### src/rtl/inst_fetch_mem.sv
// Byte-addressed, little-endian instruction memory for the IF stage.
// It has a byte-wide program-load port and a one-cycle registered fetch
// that uses valid/ready handshakes on both the request and the response.
// Misaligned and out-of-range fetches return NOP_INST with a fault code.
module inst_fetch_mem #(
  parameter int          ADDR_WIDTH  = 64,
  parameter int          DEPTH_BYTES = 256,
  parameter logic [31:0] NOP_INST    = 32'h00000013
) (
  input  logic                  clk,
  input  logic                  reset,
  input  logic                  prog_we,
  input  logic [ADDR_WIDTH-1:0] prog_addr,
  input  logic [7:0]            prog_data,
  input  logic                  flush,
  input  logic                  req_valid,
  output logic                  req_ready,
  input  logic [ADDR_WIDTH-1:0] req_addr,
  output logic                  resp_valid,
  input  logic                  resp_ready,
  output logic [31:0]           resp_inst,
  output logic [ADDR_WIDTH-1:0] resp_addr,
  output logic [1:0]            resp_fault
);

  // The memory is split into four byte lanes of WORDS entries each.
  // An aligned fetch reads the same word index from every lane.
  localparam int WORDS = DEPTH_BYTES / 4;
  localparam int IDX_W = (WORDS > 1) ? $clog2(WORDS) : 1;

  // Bounds are compared at the full address width.
  // This means high addresses can never alias back into the array.
  localparam logic [ADDR_WIDTH-1:0] DEPTH_LIM = ADDR_WIDTH'(DEPTH_BYTES);
  localparam logic [ADDR_WIDTH-1:0] LAST_WORD = ADDR_WIDTH'(DEPTH_BYTES - 4);

  localparam logic [1:0] FAULT_OK       = 2'b00;
  localparam logic [1:0] FAULT_MISALIGN = 2'b01;
  localparam logic [1:0] FAULT_RANGE    = 2'b10;

  logic                  resp_valid_q, resp_valid_d;
  logic [31:0]           resp_inst_q,  resp_inst_d;
  logic [ADDR_WIDTH-1:0] resp_addr_q,  resp_addr_d;
  logic [1:0]            resp_fault_q, resp_fault_d;

  logic             accept;
  logic             wr_en;
  logic [IDX_W-1:0] wr_idx;
  logic [1:0]       wr_lane;
  logic [IDX_W-1:0] rd_idx;
  logic [7:0]       rd_byte [4];
  logic [31:0]      rd_word;
  logic             misaligned;
  logic             out_of_range;

  // A new request is taken only when no reset, flush or load is active.
  // The output slot must also be empty or draining this cycle.
  assign req_ready = !reset && !flush && !prog_we && (!resp_valid_q || resp_ready);
  assign accept    = req_valid && req_ready;

  // Writes beyond the array are silently dropped.
  assign wr_en   = prog_we && (prog_addr < DEPTH_LIM);
  assign wr_idx  = prog_addr[IDX_W+1:2];
  assign wr_lane = prog_addr[1:0];
  assign rd_idx  = req_addr[IDX_W+1:2];

  generate
    for (genvar gi = 0; gi < 4; gi++) begin : g_lane
      logic [7:0] mem [WORDS];

      // Byte-lane write. Reset does not clear the contents, but it does block loads.
      always_ff @(posedge clk) begin
        if (!reset && wr_en && (wr_lane == 2'(gi))) begin
          mem[wr_idx] <= prog_data;
        end
      end

      assign rd_byte[gi] = mem[rd_idx];
    end
  endgenerate

  assign rd_word      = {rd_byte[3], rd_byte[2], rd_byte[1], rd_byte[0]};
  assign misaligned   = (req_addr[1:0] != 2'b00);
  assign out_of_range = (req_addr > LAST_WORD);

  // Next response state. Flush beats accept, and accept beats drain; otherwise the slot holds.
  always_comb begin
    resp_valid_d = resp_valid_q;
    resp_inst_d  = resp_inst_q;
    resp_addr_d  = resp_addr_q;
    resp_fault_d = resp_fault_q;
    if (flush) begin
      resp_valid_d = 1'b0;
    end else if (accept) begin
      resp_valid_d = 1'b1;
      resp_addr_d  = req_addr;
      if (misaligned) begin
        resp_fault_d = FAULT_MISALIGN;
        resp_inst_d  = NOP_INST;
      end else if (out_of_range) begin
        resp_fault_d = FAULT_RANGE;
        resp_inst_d  = NOP_INST;
      end else begin
        resp_fault_d = FAULT_OK;
        resp_inst_d  = rd_word;
      end
    end else if (resp_valid_q && resp_ready) begin
      resp_valid_d = 1'b0;
    end
  end

  // Response registers. These provide the one-cycle fetch latency.
  always_ff @(posedge clk) begin
    if (reset) begin
      resp_valid_q <= 1'b0;
      resp_inst_q  <= '0;
      resp_addr_q  <= '0;
      resp_fault_q <= FAULT_OK;
    end else begin
      resp_valid_q <= resp_valid_d;
      resp_inst_q  <= resp_inst_d;
      resp_addr_q  <= resp_addr_d;
      resp_fault_q <= resp_fault_d;
    end
  end

  assign resp_valid = resp_valid_q;
  assign resp_inst  = resp_inst_q;
  assign resp_addr  = resp_addr_q;
  assign resp_fault = resp_fault_q;

endmodule

### config.mk
export PLATFORM = sky130hd
export DESIGN_NAME = inst_fetch_mem
export DESIGN_NICKNAME = d
export VERILOG_FILES = /design/src/rtl/inst_fetch_mem.sv
export SDC_FILE = /design/constraint.sdc
export NUM_CORES = 2
export LEC_CHECK = 0
export CAP_MARGIN = 20
export CORE_MARGIN = 2
export CORE_UTILIZATION = 25
export DETAILED_ROUTE_END_ITERATION = 16
export MAX_ROUTING_LAYER = met4
export PLACE_DENSITY = 0.47
export SYNTH_ARGS = -nofsm -noshare
export SYNTH_HDL_FRONTEND = slang
export SYNTH_SLANG_ARGS = --single-unit
### constraint.sdc
create_clock -name clk -period 3.17 [get_ports clk]
set_input_delay 0.4755 -clock clk [delete_from_list [all_inputs] [get_ports clk]]
set_output_delay 0.4755 -clock clk [all_outputs]
set_load 0.02 [all_outputs]
Word-level counts from Yosys, hierarchy flattened
Memory sizes are Yosys's and may differ from the RTL's.
Cells that the tools add are included.
{"block": "word_totals", "mem_bits_ro": 0, "out_inout_bits": 100, "register_bits": 99, "inputBits": 142, "ramBits": 2048, "latch_bits": 0, "n_memories": 4, "word_cells": 49}
{"block": "classes", "magnitude_cmp": 2, "div": 0, "bitwise_logic": 1, "shifts": 0, "n_reduce_logical": 21, "mux": 14, "n_mul": 0, "n_eq_ne": 3, "add_sub_neg": 0}
{"name": "g_lane[0].mem", "words": 64, "word_bits": 8, "read_ports": 1, "rd_clocked_by_memory_dff": 0, "write_ports": 1, "line": "68", "rtl": "logic [7:0] mem [WORDS];"}
{"name": "g_lane[1].mem", "words": 64, "word_bits": 8, "read_ports": 1, "rd_clocked_by_memory_dff": 0, "write_ports": 1, "line": "68"}
{"name": "g_lane[2].mem", "words": 64, "word_bits": 8, "read_ports": 1, "rd_clocked_by_memory_dff": 0, "write_ports": 1, "line": "68"}
{"name": "g_lane[3].mem", "words": 64, "word_bits": 8, "read_ports": 1, "rd_clocked_by_memory_dff": 0, "write_ports": 1, "line": "68"}
{"op": "> comparator 64 x 8 -> 1 bit (second input constant)", "count": 1}
{"op": "< comparator 64 x 9 -> 1 bit (second input constant)", "count": 1}
{"op": "two-way mux 32 bit", "count": 2}
{"op": "logical AND 1 bit", "count": 11}
{"op": "two-way mux 1 bit", "count": 10}
{"op": "== test 2 bit (second input constant)", "count": 2}
{"op": "zero test 1 bit", "count": 4}
{"op": "two-way mux 2 bit", "count": 2}
{"op": "nonzero test 2 bit", "count": 2}
{"op": "== test 2 x 1 -> 1 bit (second input constant)", "count": 1}
{"op": "zero test 2 bit", "count": 1}
{"op": "AND reduction 2 bit", "count": 1}
{"op": "OR reduction 2 bit", "count": 1}
{"op": "logical OR 1 bit", "count": 1}
{"op": "inverter 1 bit", "count": 1}

Longest topological paths before layout
{"block": "depth", "word_depth": 6, "mapped_depth": 12, "mapped_depth_nobuf": 6}

Worst setup path before layout
OpenSTA, ideal clock, no wires.
{"block": "synth_path", "path_kind": "input to register", "from": "input reset", "to": "memory g_lane[1].mem[10][0] (enable)", "path_buffers": 2, "setup_time_ps": 370, "slack_ps": 526, "t_arrival_ps": 2274, "required_time_ps": 2800, "path_stages": 8, "cell_sequence": "clkbuf_1 -> nor4_1 -> nand4_1 -> nor4_1 -> nor2b_1 -> nand2_1 -> clkbuf_1 -> nor2_1"}
{"block": "synth_between", "elab_chain_cells": 5}
{"item": "start, declared", "line": "11", "rtl": "input logic reset,"}
{"item": "zero test 1 bit", "line": "72", "rtl": "if (!reset && wr_en && (wr_lane == 2'(gi))) begin"}
{"item": "logical AND 1 bit (2 in a row)", "line": "72"}
{"item": "two-way mux 1 bit", "line": "72"}
{"item": "two-way mux 1 bit (not written as such)", "line": "73", "rtl": "mem[wr_idx] <= prog_data;"}
{"item": "end, declared", "line": "68"}
Every way passes these cells.

Final worst setup path
{"block": "layout_path", "from": "input prog_addr[61]", "to": "memory g_lane[1].mem[30][5] (enable)"}
{"block": "layout_between", "elab_chain_cells": 6}
{"item": "start, declared", "line": "13", "rtl": "input logic [ADDR_WIDTH-1:0] prog_addr,"}
{"item": "< comparator 64 x 9 -> 1 bit", "line": "61", "rtl": "assign wr_en = prog_we && (prog_addr < DEPTH_LIM);"}
{"item": "logical AND 1 bit", "line": "61"}
{"item": "logical AND 1 bit (2 in a row)", "line": "72"}
{"item": "two-way mux 1 bit", "line": "72"}
{"item": "two-way mux 1 bit (not written as such)", "line": "73"}
Every way passes these cells.

==> reports/results.txt <==
Seq. cell area - 63,500 um2
Final min period - 3.07 ns
Skew-Pair Late Insertion Delay - 0.88 ns
Layout cells sized above 1 - 0.271
Fillcell total - 32,300
Cells after Synth - 4,308
Via Count - 45,200
Post-synth cell types - 57
Leak pwr - 32.6 nW
VDD IR max - 482 uV
Final ANT Viol Nets - 0
Number of flops mapped to enable cells by yosys - 2,048
Crit Path Max Fanout - 64
Routability cong. - 0.909
Worst setup EP type - register
Max frequency - 325 MHz
Dominant synthesized flop cell - edfxtp_1
Initial Utilization - 0.251
1st-iter DRT viols - 5,013
Clk root buf - clkbuf_16
Worst hold path class - input pin to register
Port bufs - 241
Placed Area - 95,600 um2
Gr ovfl total - 0
Core footprint - 333,000 um2
Ys async rst share - 0
Pin count of the biggest net entering global routing - 98
Syn nets - 4,450
Multi-input logic area - 18,500 um2
Reg clk slew, reported paths - 0.06 ns
Residual DRC - 0
Worst Tran Pin Value - 1.05 ns
Die H - 581 um
Wire per inst - 27.0 um
Global-route wire length before repair - 364 mm
Clk buf depth - 3
Die ar. - 338,000 um2
I/O pin count - 242
Commonest cells after routing, fill and taps aside - 2,048 x edfxtp_1, 557 x buf_4, 446 x mux4_2
Worst setup SP type - input pin
Critical path data required time - 3.75 ns
Relative slew slack - 0.297
Via density per instance - 4.65
Worst Path Arrival - 3.66 ns
Final setup violation count - 0
Final worst path period share - 0.970
Site row count - 212
Critical path class - input pin to register
GR Util All Layers - 0.156
CTS tree - yes
Endpoints failing hold - 0
Top cells by area, synth - edfxtp_1 74%, mux4_2 12%, dfxtp_1 2.4%, mux2i_1 1.7%, nand2_1 1.6%
Chip width - 581 um
Area leader, netlist - edfxtp_1
Nets - 5,276
Drt first pass iters - 5
Ys Warns - 0
Clk sinks - 2,147
WHS - 0.0692 ns
Sequential element share of the synthesized area - 0.761
Synth-to-layout area growth - 23.4%
Commonest non-fill, non-tap cell in the layout - edfxtp_1
Synth top area share - 0.738
Max-cap violations - 0
Unrepaired setup endpoints after global routing - false
Power density cells - 588 nW/um2
Vias in the first global route - 45,600
Clock skew - 0.0366 ns
Fin util - 0.309
Pins Over Slew Limit - 0
Drt total wl - 262 mm
Initial antenna violation count - 26
H-tree levels - 4
DP HPWL - 176 mm
Status - completed
Synthesized area - 83,400 um2
Number of buffers created by CTS - 223
Final Cell Area - 103,000 um2
Number of synthesized register bits - 2,147
Avg Cell Area, Syn - 19.4 um2
==> cells by family after synthesis <==
logic type | Yosys count | synth area share
flip-flops | 2147 | 0.761
AND/OR/NAND/NOR | 901 | 0.0485
multiplexers | 601 | 0.139
AO/OA/AOI/OAI | 388 | 0.0334
buffers and inverters | 271 | 0.0174
==> power by group <==
part	leakage, nW	internal (mW)	switching [mW]
sequential	19.2	31.0	0.0127
combinational	9.93	1.25	2.00
clock	3.49	14.9	11.2
==> Yosys cell counts (all sizes together), types with 38 or more instances <==
| cell | n |
|---|---|
| edfxtp | 2048 |
| mux4 | 446 |
| nand2 | 360 |
| nor2 | 298 |
| mux2i | 140 |
| buf | 135 |
| clkbuf | 134 |
| dfxtp | 99 |
| a21oi | 75 |
| a211oi | 68 |
| and2 | 46 |
| o221ai | 40 |
| nor4 | 38 |
==> repair_timing <==
item / CTS / global route
hold buffers: 1 / 0
gates resized for setup: 0 / 2
setup endpoints to repair: 0 / 1138
setup buffers: 0 / 0
endpoints found under the hold margin: 20 / 0
==> worst paths after layout <==
| check | startpoint | to | slack [ns] | cells after the start |
|---|---|---|---|---|
| setup / recovery | prog_addr[61] | g_lane[1].mem[30][5]$_DFFE_PP_ | 0.1 | 11 |
| hold / removal | prog_data[5] | g_lane[1].mem[0][5]$_DFFE_PP_ | 0.07 | 1 |
| setup reg to reg | resp_valid$_SDFFE_PP0P_ | resp_inst[7]$_SDFFE_PP0P_ | 0.79 | 7 |
| hold reg to reg | resp_addr[14]$_SDFFE_PP0P_ | resp_addr[14]$_SDFFE_PP0P_ | 0.45 | 2 |
==> area by class of cell <==
cell class                 count  share of cell area
antenna                        4           0.0000973
clock buffer                 274              0.0575
clock inverter               142              0.0130
inverter                       2           0.0000973
multi-input combinational   1890               0.180
sequential                  2147               0.617
tap                         4387              0.0534
timing repair buffer         870              0.0785
==> metrics by stage <==
step	total power, mW	TNS (ns)	instances	worst slack, ns
6_report	60.4	0	9716	0.0963
5_1_grt	62.2	0	9714	0.187
4_1_cts	61.0	0	9712	0.0111
3_5_place_dp	35.0	-1503.30	9295	-0.919
3_3_place_gp	34.9	-1785.38	9295	-1.06
2_1_floorplan	33.1	0	4308	0.526
==> per-layer routing <==
| metal | track usage | vias up | routed length (um) |
|---|---|---|---|
| met4 | 0.0399 | 0 | 6750 |
| met1 | 0.209 | 24200 | 115000 |
| met2 | 0.247 | 1493 | 126000 |
| met3 | 0.0229 | 343 | 14300 |
| li1 | - | 19200 | - |
| met5 | - | - | 0 |
==> critical path, cell delays in order <==
cell and delay [ns]:
clkdlybuf4s50_1 0.45, nor4_1 0.41, nand4_1 0.27, nor4_2 0.54, buf_4 0.23, nor2b_1 0.19
buf_4 0.15, nand2_2 0.06, buf_12 0.19, nor2_1 0.27, buf_4 0.19
==> state kept, by name, summed over array words and instances, names as in the netlist <==
| register | flops |
|---|---|
| resp_fault | 2 |
| g_lane.mem | 2048 |
| resp_valid | 1 |
| resp_addr | 64 |
| resp_inst | 32 |
Note: power is estimated with default switching activity, not from simulation.
